--- src/rtl/led_breath_driver.sv ---
`timescale 1ns/1ps
// led_breath_driver: turns a slow-domain LED on/off request into a breathing
// PWM output. The request is synchronised through two flops. A four-state FSM
// (OFF/RISE/ON/FALL) ramps a duty value one step per STEP_CYCLES clocks. A
// free-running PWM counter compares against a shadow copy of the duty value,
// and the shadow copy is reloaded only at the start of each PWM period.
module led_breath_driver #(
  parameter int unsigned PWM_BITS    = 8,
  parameter int unsigned STEP_CYCLES = 390625,
  parameter int unsigned MAX_DUTY    = 255
) (
  input  logic                clk,
  input  logic                reset,
  input  logic                led_req,
  output logic                pwm_out,
  output logic [PWM_BITS-1:0] duty,
  output logic                busy
);

  localparam int unsigned         STEP_W    = (STEP_CYCLES > 1) ? $clog2(STEP_CYCLES) : 1;
  localparam logic [STEP_W-1:0]   STEP_LAST = STEP_W'(STEP_CYCLES - 1);
  localparam logic [STEP_W-1:0]   STEP_ONE  = STEP_W'(1);
  localparam logic [PWM_BITS-1:0] DUTY_MAX  = PWM_BITS'(MAX_DUTY);
  localparam logic [PWM_BITS-1:0] DUTY_ONE  = PWM_BITS'(1);

  typedef enum logic [1:0] {
    S_OFF  = 2'd0,
    S_RISE = 2'd1,
    S_ON   = 2'd2,
    S_FALL = 2'd3
  } state_e;

  state_e              state_q, state_d;
  logic                sync1_q, sync1_d;
  logic                sync2_q, sync2_d;
  logic [STEP_W-1:0]   step_q, step_d;
  logic [PWM_BITS-1:0] duty_q, duty_d;
  logic [PWM_BITS-1:0] pwm_cnt_q, pwm_cnt_d;
  logic [PWM_BITS-1:0] shadow_q, shadow_d;
  logic                pwm_q, pwm_d;
  logic                busy_q, busy_d;

  logic level;
  logic step_tick;

  assign level     = sync2_q;
  assign step_tick = (step_q == STEP_LAST);

  // Two-flop synchroniser chain for the asynchronous request.
  always_comb begin
    sync1_d = led_req;
    sync2_d = sync1_q;
  end

  // Ramp FSM. A level change wins over a coincident step tick and leaves the
  // duty untouched. The end-of-ramp tests use >= / <= so that a reversal taken
  // at the extreme duty value (e.g. FALL entered at 0) can never wrap.
  always_comb begin
    state_d = state_q;
    duty_d  = duty_q;
    step_d  = '0;
    unique case (state_q)
      S_OFF: begin
        if (level) state_d = S_RISE;
      end
      S_RISE: begin
        if (!level) begin
          state_d = S_FALL;
        end else begin
          step_d = step_tick ? '0 : (step_q + STEP_ONE);
          if (step_tick) begin
            if (duty_q >= (DUTY_MAX - DUTY_ONE)) begin
              duty_d  = DUTY_MAX;
              state_d = S_ON;
            end else begin
              duty_d = duty_q + DUTY_ONE;
            end
          end
        end
      end
      S_ON: begin
        if (!level) state_d = S_FALL;
      end
      S_FALL: begin
        if (level) begin
          state_d = S_RISE;
        end else begin
          step_d = step_tick ? '0 : (step_q + STEP_ONE);
          if (step_tick) begin
            if (duty_q <= DUTY_ONE) begin
              duty_d  = '0;
              state_d = S_OFF;
            end else begin
              duty_d = duty_q - DUTY_ONE;
            end
          end
        end
      end
      default: begin
        state_d = S_OFF;
        duty_d  = '0;
      end
    endcase
    busy_d = (state_d == S_RISE) || (state_d == S_FALL);
  end

  // PWM counter and shadow. The output is computed from next-state values so
  // that the registered pwm_out lines up with the registered counter value.
  always_comb begin
    pwm_cnt_d = pwm_cnt_q + DUTY_ONE;
    shadow_d  = (pwm_cnt_q == '1) ? duty_q : shadow_q;
    pwm_d     = (state_d == S_ON) || (pwm_cnt_d < shadow_d);
  end

  // State registers, cleared asynchronously on reset.
  always_ff @(posedge clk or posedge reset) begin
    if (reset) begin
      state_q   <= S_OFF;
      sync1_q   <= 1'b0;
      sync2_q   <= 1'b0;
      step_q    <= '0;
      duty_q    <= '0;
      pwm_cnt_q <= '0;
      shadow_q  <= '0;
      pwm_q     <= 1'b0;
      busy_q    <= 1'b0;
    end else begin
      state_q   <= state_d;
      sync1_q   <= sync1_d;
      sync2_q   <= sync2_d;
      step_q    <= step_d;
      duty_q    <= duty_d;
      pwm_cnt_q <= pwm_cnt_d;
      shadow_q  <= shadow_d;
      pwm_q     <= pwm_d;
      busy_q    <= busy_d;
    end
  end

  assign pwm_out = pwm_q;
  assign duty    = duty_q;
  assign busy    = busy_q;

endmodule

--- config.mk ---
export PLATFORM = sky130hd
export DESIGN_NAME = led_breath_driver
export DESIGN_NICKNAME = d
export VERILOG_FILES = /design/src/rtl/led_breath_driver.sv
export SDC_FILE = /design/constraint.sdc
export NUM_CORES = 1
export LEC_CHECK = 0
export ABC_AREA = 1
export CORE_ASPECT_RATIO = 0.6
export CORE_MARGIN = 3
export CORE_UTILIZATION = 60
export CTS_CLUSTER_DIAMETER = 40
export DETAILED_ROUTE_END_ITERATION = 8
export GPL_ROUTABILITY_DRIVEN = 0
export PLACE_DENSITY = 0.79
export SYNTH_ARGS = -nofsm -noshare
export SYNTH_HDL_FRONTEND = slang
export SYNTH_SLANG_ARGS = --single-unit
--- constraint.sdc ---
create_clock -name clk -period 2.4 [get_ports clk]
set_input_delay 0.6 -clock clk [delete_from_list [all_inputs] [get_ports clk]]
set_output_delay 0.6 -clock clk [all_outputs]
set_load 0.1 [all_outputs]
# Yosys cells after proc, flatten, opt, wreduce, memory -nomap -nowiden
# Cells that the tools add are included.
totals:
  inputBits: 3
  output_inout_bits: 10
  elab_cells: 54
  reg_bits: 49
op_classes:
  magnitude_cmp: 3
  eq_ne: 12
  reduce_logical: 5
  mux: 21
  add_sub_neg: 4
op_table:
  columns: ["cell", "n"]
  rows:
  - ["two-way mux 19 bit", 3]
  - ["two-way mux 8 bit", 7]
  - ["case mux 19 bit (2 select lines)", 1]
  - ["adder 19 x 1 -> 19 bit, second input constant", 1]
  - ["equality test 19 bit, second input constant", 1]
  - ["adder 8 x 1 -> 8 bit, second input constant", 2]
  - ["two-way mux 2 bit", 8]
  - ["case mux 8 bit (2 select lines)", 1]
  - ["equality test 2 bit, second input constant", 4]
  - ["equality test 8 bit, second input constant", 1]
  - ["greater-or-equal comparator 8 bit, second input constant", 1]
  - ["less-or-equal comparator 8 x 1 -> 1 bit, second input constant", 1]
  - ["less-than comparator 8 bit", 1]
  - ["!= test 2 bit, second input constant", 4]
  - ["case mux 2 bit (4 select lines)", 1]
  - ["subtractor 8 x 1 -> 8 bit, second input constant", 1]
  - ["AND reduction 5 bit", 1]
  - ["equality test 2 x 1 -> 1 bit, second input constant", 2]
  - ["logical NOT 2 bit", 1]
  - ["logical OR 1 bit", 2]
  - ["nonzero test 2 bit", 1]

# Logic depth before layout (Yosys ltp)
logic_depth:
  ltp_word: 7
  mapped_depth: 16
  mapped_depth_nobuf: 15

# Least setup slack after synthesis
# No wires, ideal clock.
synth_timing:
  path_type: "register to register"
  from: "register duty_q[0] (netlist: duty[0])"
  to: "register duty_q[4] (netlist: duty[4])"
  required_time_ps: 2323
  t_arrival_ps: 2260
  path_stages_with_launch: 10
  setup_slack_ps: 62
  setup_ps: 77
  n_path_buf: 0
  synth_period_minus_slack_ps: 2338
  path_cell_list: "dfrtp_1 inv_1 ha_1 o21ai_1 nor2_1 nor2_2 inv_1 o21ai_0 nor2_1 a21oi_1"
synth_between:
  elab_chain_cells: 5
  word_cells_on_any_way: 11
  cone_classes: "add/sub: 2; order compare: 2; mux: 7"
synth_lines:
  columns: ["element", "line", "rtl"]
  rows:
  - ["start, declared", "37", "logic [PWM_BITS-1:0] duty_q, duty_d;"]
  - ["start signal, assigned", "132", "duty_q <= duty_d;"]
  - ["subtractor 8 x 1 -> 8 bit (tied with other cells)", "94", "duty_d = duty_q - DUTY_ONE;"]
  - ["two-way mux 8 bit (on tied branches)", "90, 72", null]
  - ["two-way mux 8 bit (on tied branches)", "89, 71", null]
  - ["two-way mux 8 bit (on tied branches)", "85, 67", null]
  - ["case mux 8 bit (2 select lines) *", "62", "unique case (state_q)"]
# Every way passes the cells marked *; elsewhere a longest branch is shown, timed or not. The select of a mux whose other input is x is not followed.
# A chain may end at the register's enable or synchronous reset.

# Worst setup path after layout
layout_timing:
  from: "register pwm_cnt_q[0]"
  to: "register pwm_q (netlist: pwm_out)"
layout_between:
  elab_chain_cells: 4
  word_cells_on_any_way: 5
  cone_classes: "add/sub: 1; order compare: 1; eq/ne: 1; mux: 1; reduce/logical: 1"
layout_lines:
  columns: ["element", "line", "rtl"]
  rows:
  - ["start, declared", "38", "logic [PWM_BITS-1:0] pwm_cnt_q, pwm_cnt_d;"]
  - ["start signal, assigned", "133", "pwm_cnt_q <= pwm_cnt_d;"]
  - ["branches (longest 2 deep; another with adder 8 x 1 -> 8 bit)", null, null]
  - ["less-than comparator 8 bit *", "112", "pwm_d = (state_d == S_ON) || (pwm_cnt_d < shadow_d);"]
  - ["logical OR 1 bit *", "112", null]
  - ["net pwm_d", "40", "logic pwm_q, pwm_d;"]
  - ["end signal, assigned", "135", "pwm_q <= pwm_d;"]
  - ["end, declared", "40", null]
# Mark *: on every way through the listed nets, which the timed path passes.

==> results.py <==
metrics = {
    "outcome": {
        "status": "complete, no violations",
    },
    "logic_synthesis": {
        "synth_top_family_by_area": "simple AND/OR/NAND/NOR gates",
        "ys_ff_latch": 48,
        "syn_nets": 381,
        "synth_fa_ha_area_share_pct": 6.12,
        "synth_warnings": 0,
        "muxShareOfSynthArea_pct": 0,
        "syn_inst": 364,
        "synth_simple_gate_area_share_pct": 27.3,
        "synth-compound-area-share_pct": 9.36,
        "seq_area_frac_synth_pct": 42.0,
        "synth_cell_type_count": 33,
        "syn_area_per_cell_sq_um": 7.86,
        "netlist_area_sq_um": 2860,
        "yosys.area_share.xor_xnor_pct": 6.43,
    },
    "clock_network": {
        "clkLatencyLatePin_ns": 0.31,
        "cts_tree": "yes",
        "clk_path_buf_depth": 2,
        "cts.sinks": 48,
        "cts_inserted_buffers": 5,
        "htreeDepth": 2,
        "clk_pin_slew_ns": 0.09,
        "hold_buffers": 0,
        "root_buffer": "clkbuf_8",
    },
    "final_layout": {
        "nets": 403,
        "drive_above_1_share_pct": 12.9,
        "antenna_cells": 0,
        "syn2layout_area_growth_pct": 11.6,
        "seqCellArea_sq_um": 1200,
        "fillCellCount": 359,
        "multi_input_area_sq_um": 1410,
    },
    "sta": {
        "worst_pin_slew_ns": 0.421,
        "setup_violations": 0,
        "finalCriticalPeriod_ns": 2.17,
        "fmax_ghz": 0.460,
        "finalCritPeriodShare_pct": 90.5,
        "fin_ws_ns": 0.228,
        "final-hold-violation-count": 0,
        "maxSlewHeadroom_pct": 71.7,
        "tns_ns": 0,
        "slew_violations": 0,
        "fin_skew_ns": 0.00771,
    },
    "setup_path": {
        "crit_path_start_kind": "flop",
        "cp-end-kind": "flop",
        "r2r_slack_ns": 0.23,
        "critPathKind": "flop to flop",
        "worst-endpoint-arrival_ns": 2.42,
        "cp.required_ns": 2.65,
        "critPathMaxFanout": 13,
    },
    "run": {
        "maxCapViolCount": 0,
    },
    "floorplanning": {
        "row_count": 18,
        "core_area_sq_um": 4350,
        "die_w_um": 95.1,
        "io_pins": 13,
        "die_area_sq_um": 5660,
        "fp.dieH_um": 59.5,
        "initial_utilization_pct": 65.8,
    },
    "global_route": {
        "grt_max_degree": 49,
        "track_usage_pct": 24.4,
        "grt_pass1_wl_um": 10500,
        "grt.overflow.total": 0,
        "antenna_found_initial": 0,
        "grt_pass1_vias": 2163,
    },
    "placement": {
        "dpl.hpwl_um": 4510,
        "io_buffers": 12,
        "dp_slack_ns": 0.195,
    },
    "drt": {
        "detail-route-antenna-nets": 0,
        "routedWlPerCell_um": 13.9,
        "drt_pass1_iterations": 5,
        "viasPerCell": 5.40,
        "wirelength_um": 6200,
        "vias": 2416,
        "drt-initial-drc-count": 219,
        "route.detailed.drc": 0,
    },
    "pwr": {
        "worst_ir_drop_vdd_v": 0.000594,
        "p_leak_uw": 0.00163,
        "power_density_nw_per_um2": 599,
    },
    "min_path": {
        "hp-class": "flop to flop",
    },
}
## synthesized netlist by cell type
master	count	area share [%]
nand2_1	66	8.7
inv_1	56	7.3
dfrtp_1	48	42
nor2_1	42	5.5
o21ai_0	25	4.4
nand3_1	22	3.8
xor2_1	16	4.9
ha_1	14	6.1
a21oi_1	13	2.3
nand4_1	12	2.6
nor2_2	7	1.5
nor3_1	6	1.0
xnor2_1	5	1.5
nand2_2	4	0.87
buf_2	3	0.52
inv_2	3	0.39
o21ai_1	3	0.52
a31oi_1	2	0.44
nor2_4	2	0.79
o21a_1	2	0.52
a211oi_1	1	0.26
a21boi_2	1	0.39
a21oi_2	1	0.31
a22oi_1	1	0.26
and2_1	1	0.22
buf_6	1	0.39
clkinv_1	1	0.13
nand2_4	1	0.39
nand3_2	1	0.35
nand4_2	1	0.44
nor3_4	1	0.57
nor4_1	1	0.22
or2_2	1	0.22
## logic make-up (layout without fill, tap and decap cells)
group	after synthesis	after routing
XOR/XNOR	21	21
AND/OR/NAND/NOR	168	168
flip-flops	48	48
buffers and inverters	64	87
adder cells (fa/ha/maj)	14	14
AO/OA/AOI/OAI	49	49
## layout make-up
cell class	count	share of cell area (%)
Multi-Input combinational cell	252	44.2
Clock inverter	2	1.21
Timing Repair Buffer	19	5.02
Sequential cell	48	37.6
Tap cell	60	2.35
Inverter	60	7.05
Clock buffer	6	2.59
## path summary, 6_finish.rpt
kind | startpoint | end | cells after the start
worst max register to register | pwm_cnt_q[0]$_DFF_PP0_ | pwm_out$_DFF_PP0_ | 14
worst min-delay path | sync1_q$_DFF_PP0_ | level$_DFF_PP0_ | 0
min in group asynchronous | reset | pwm_cnt_q[3]$_DFF_PP0_ | 3
worst min register to register | sync1_q$_DFF_PP0_ | level$_DFF_PP0_ | 0
worst max-delay path | pwm_cnt_q[0]$_DFF_PP0_ | pwm_out$_DFF_PP0_ | 14
max in group asynchronous | reset | step_q[6]$_DFF_PP0_ | 3
## power breakdown
part / leakage (uW) / total [uW] / switching [uW] / internal, uW
Clock: 0.0000614 / 628 / 287 / 341
Sequential: 0.000645 / 880 / 37.0 / 843
Combinational: 0.000922 / 405 / 302 / 103
## cells in the final DEF, fill, tap and decap left out, types with 13 or more instances in the layout
master	count
nand2_1	65
inv_1	55
dfrtp_1	48
nor2_1	42
o21ai_0	23
nand3_1	22
xor2_1	16
buf_4	16
ha_1	14
a21oi_1	13
## metal layers
metal | global-route usage [%] | wire (um) | vias to the layer above
li1 | - | - | 1216
met1 | 40.8 | 3290 | 1090
met2 | 29.6 | 2290 | 100
met3 | 7.36 | 559 | 10
met4 | 5.95 | 58 | 0
met5 | 0 | 0 | -
## what timing repair did
| action | in CTS | in global routing |
|---|---|---|
| resized for setup | 0 | 3 |
| endpoints found under the setup margin | 0 | 1 |
| setup buffers | 0 | 3 |
| hold endpoints to repair | 0 | 0 |
## stage by stage
step	std cells	util, %	hold WS [ns]	cell area [sq um]	power, uW
after floorplan	364	-	0.331	2860	1190
after global placement	436	70.1	0.333	3050	1290
after detailed placement	436	70.1	0.345	3050	1300
after CTS	444	72.9	0.366	3170	1920
after global routing	447	73.5	0.378	3190	2010
final	447	73.5	0.362	3190	1910
## registers in the layout, indices dropped and copies added, names as in the netlist
register / count
step_q: 19
level: 1
state_q: 1
pwm_out: 1
duty: 8
shadow_q: 8
busy: 1
sync1_q: 1
pwm_cnt_q: 8
## worst max-delay path: stages (launching register included)
cell and delay (ns):
dfrtp_1 0.40, ha_1 0.20, nand2_1 0.05, nor2_1 0.15
nand2_2 0.19, buf_4 0.19, o21ai_0 0.28, ha_1 0.30
nand2_1 0.07, nand2_1 0.05, nand2_1 0.05, nand2_1 0.05
nand2_1 0.05, nand2_1 0.05, nand2_1 0.06
No activity file was read; power rests on OpenSTA's default activity.
==> edit (same flow settings) <==
Add an input register stage for `led_req`, without a reset; this delays it by one clock.
--- a/src/rtl/led_breath_driver.sv
+++ b/src/rtl/led_breath_driver.sv
@@ -30,6 +30,12 @@
     S_FALL = 2'd3
   } state_e;
 
+  logic led_req_q;
+
+  always_ff @(posedge clk) begin
+    led_req_q <= led_req;
+  end
+
   state_e              state_q, state_d;
   logic                sync1_q, sync1_d;
   logic                sync2_q, sync2_d;
@@ -48,7 +54,7 @@
 
   // Two-flop synchroniser chain for the asynchronous request.
   always_comb begin
-    sync1_d = led_req;
+    sync1_d = led_req_q;
     sync2_d = sync1_q;
   end
 
Function: changed (Yosys sat finds a counterexample within 4 cycles, from zero or initial values and one cycle with reset high).
==> edit against the unedited design <==
Die area rose by 0.65%; synthesized area is 0.70% higher; final area fell by 0.47%; combinational power down 2%; maximum frequency increased by 1.7%; power decreased by 0.11%; sequential share of layout area increased by 0.81 points; core utilization shrank 0.35 points; sequential cell count grew 1; clock skew increased by 0.0021 ns; wire length fell by 2.7%; setup slack better by 0.037 ns.
==> edit: results (changes against the unedited design) <==
* Part of the power in registers at 47.0% (+1.0 points)
* Slowest cell delay on critical path at 0.51 ns (+0.11 ns)
* Skew final at 0.009841 ns (+0.002134 ns)
* Post-Place Cell Area at 3059 um^2 (+0.41%)
* DR iter-0 viols at 193 (-12%)
* Power density cells at 601.4 nW/um^2 (+0.36%)
* Wire per inst at 13.59 um (-2.1%)
* Signal buf overhead at 4.094% (-0.92 points)
* Synth Area in Adders at 6.082% (-0.043 points)
* Vias per inst at 5.423 (+0.34%)
* Synth Area in Compound Gates at 9.296% (-0.065 points)
* GRT Util Overall at 23.82% (-0.63 points)
* Register area at 1221 um^2 (+1.7%)
* Share of layout cells above drive strength 1 at 11.72% (-1.2 points)
* Number of global-route vias before repair at 2181 (+0.83%)
* Post-synthesis xor/xnor area fraction at 6.386% (-0.045 points)
* CP top delay family: flip-flops
* Distinct cell type count after synthesis at 34 (+3.0%)
* Syn avg cell area at 7.891 um^2 (+0.42%)
* Register area share after synthesis at 42.40% (+0.40 points)
* Fin nets at 400 (-0.74%)
* FFs w/ async S/R, synth at 97.96% (-2.0 points)
* Post-DP HPWL at 4.590 mm (+1.7%)
* Net Switching at 606.7 uW (-3.1%)
* TritonCTS Sinks at 49 (+2.1%)
* Bufs w/o clock at 15 (-4)
* LEAKAGE at 0.001616 uW (-0.76%)
* TritonRoute pass-1 iters at 4 (-1)
* RR Endpoint: duty[2]
* Fill count at 341 (-5.0%)
* R2R setup slack at 0.26 ns (+0.04 ns)
* Slew Limit Headroom at 72.98% (+1.3 points)
* Clock buf/inv share at 3.661% (-0.14 points)
* Status: complete, no violations
==> edit: changes by cell type in the layout (fill, tap and decap cells not counted) <==
cell,unedited run,this run
clkinv_4,1,0
buf_4,16,12
o21ai_1,5,4
dfxtp_1,0,1
clkbuf_1,0,1
o21ai_0,23,24
==> edit: metrics by stage <==
step	setup WS, ns	instances	hold slack [ns]	power (uW)
2_1_floorplan	0.06243	365	0.3163	1210
3_3_place_gp	0.2774	436	0.3226	1302
3_5_place_dp	0.1368	436	0.3221	1312
4_1_cts	0.1437	444	0.3399	1929
5_1_grt	0.02537	444	0.3523	2016
6_report	0.2644	444	0.3390	1911
==> edit: metal layers <==
metal | up-vias | GRT usage, % | wire length [um]
met4 | 0 | 4.453 | 44
li1 | 1203 | - | -
met3 | 7 | 6.541 | 503
met5 | - | 0 | 0
met2 | 103 | 33.43 | 2419
met1 | 1095 | 36.99 | 3067
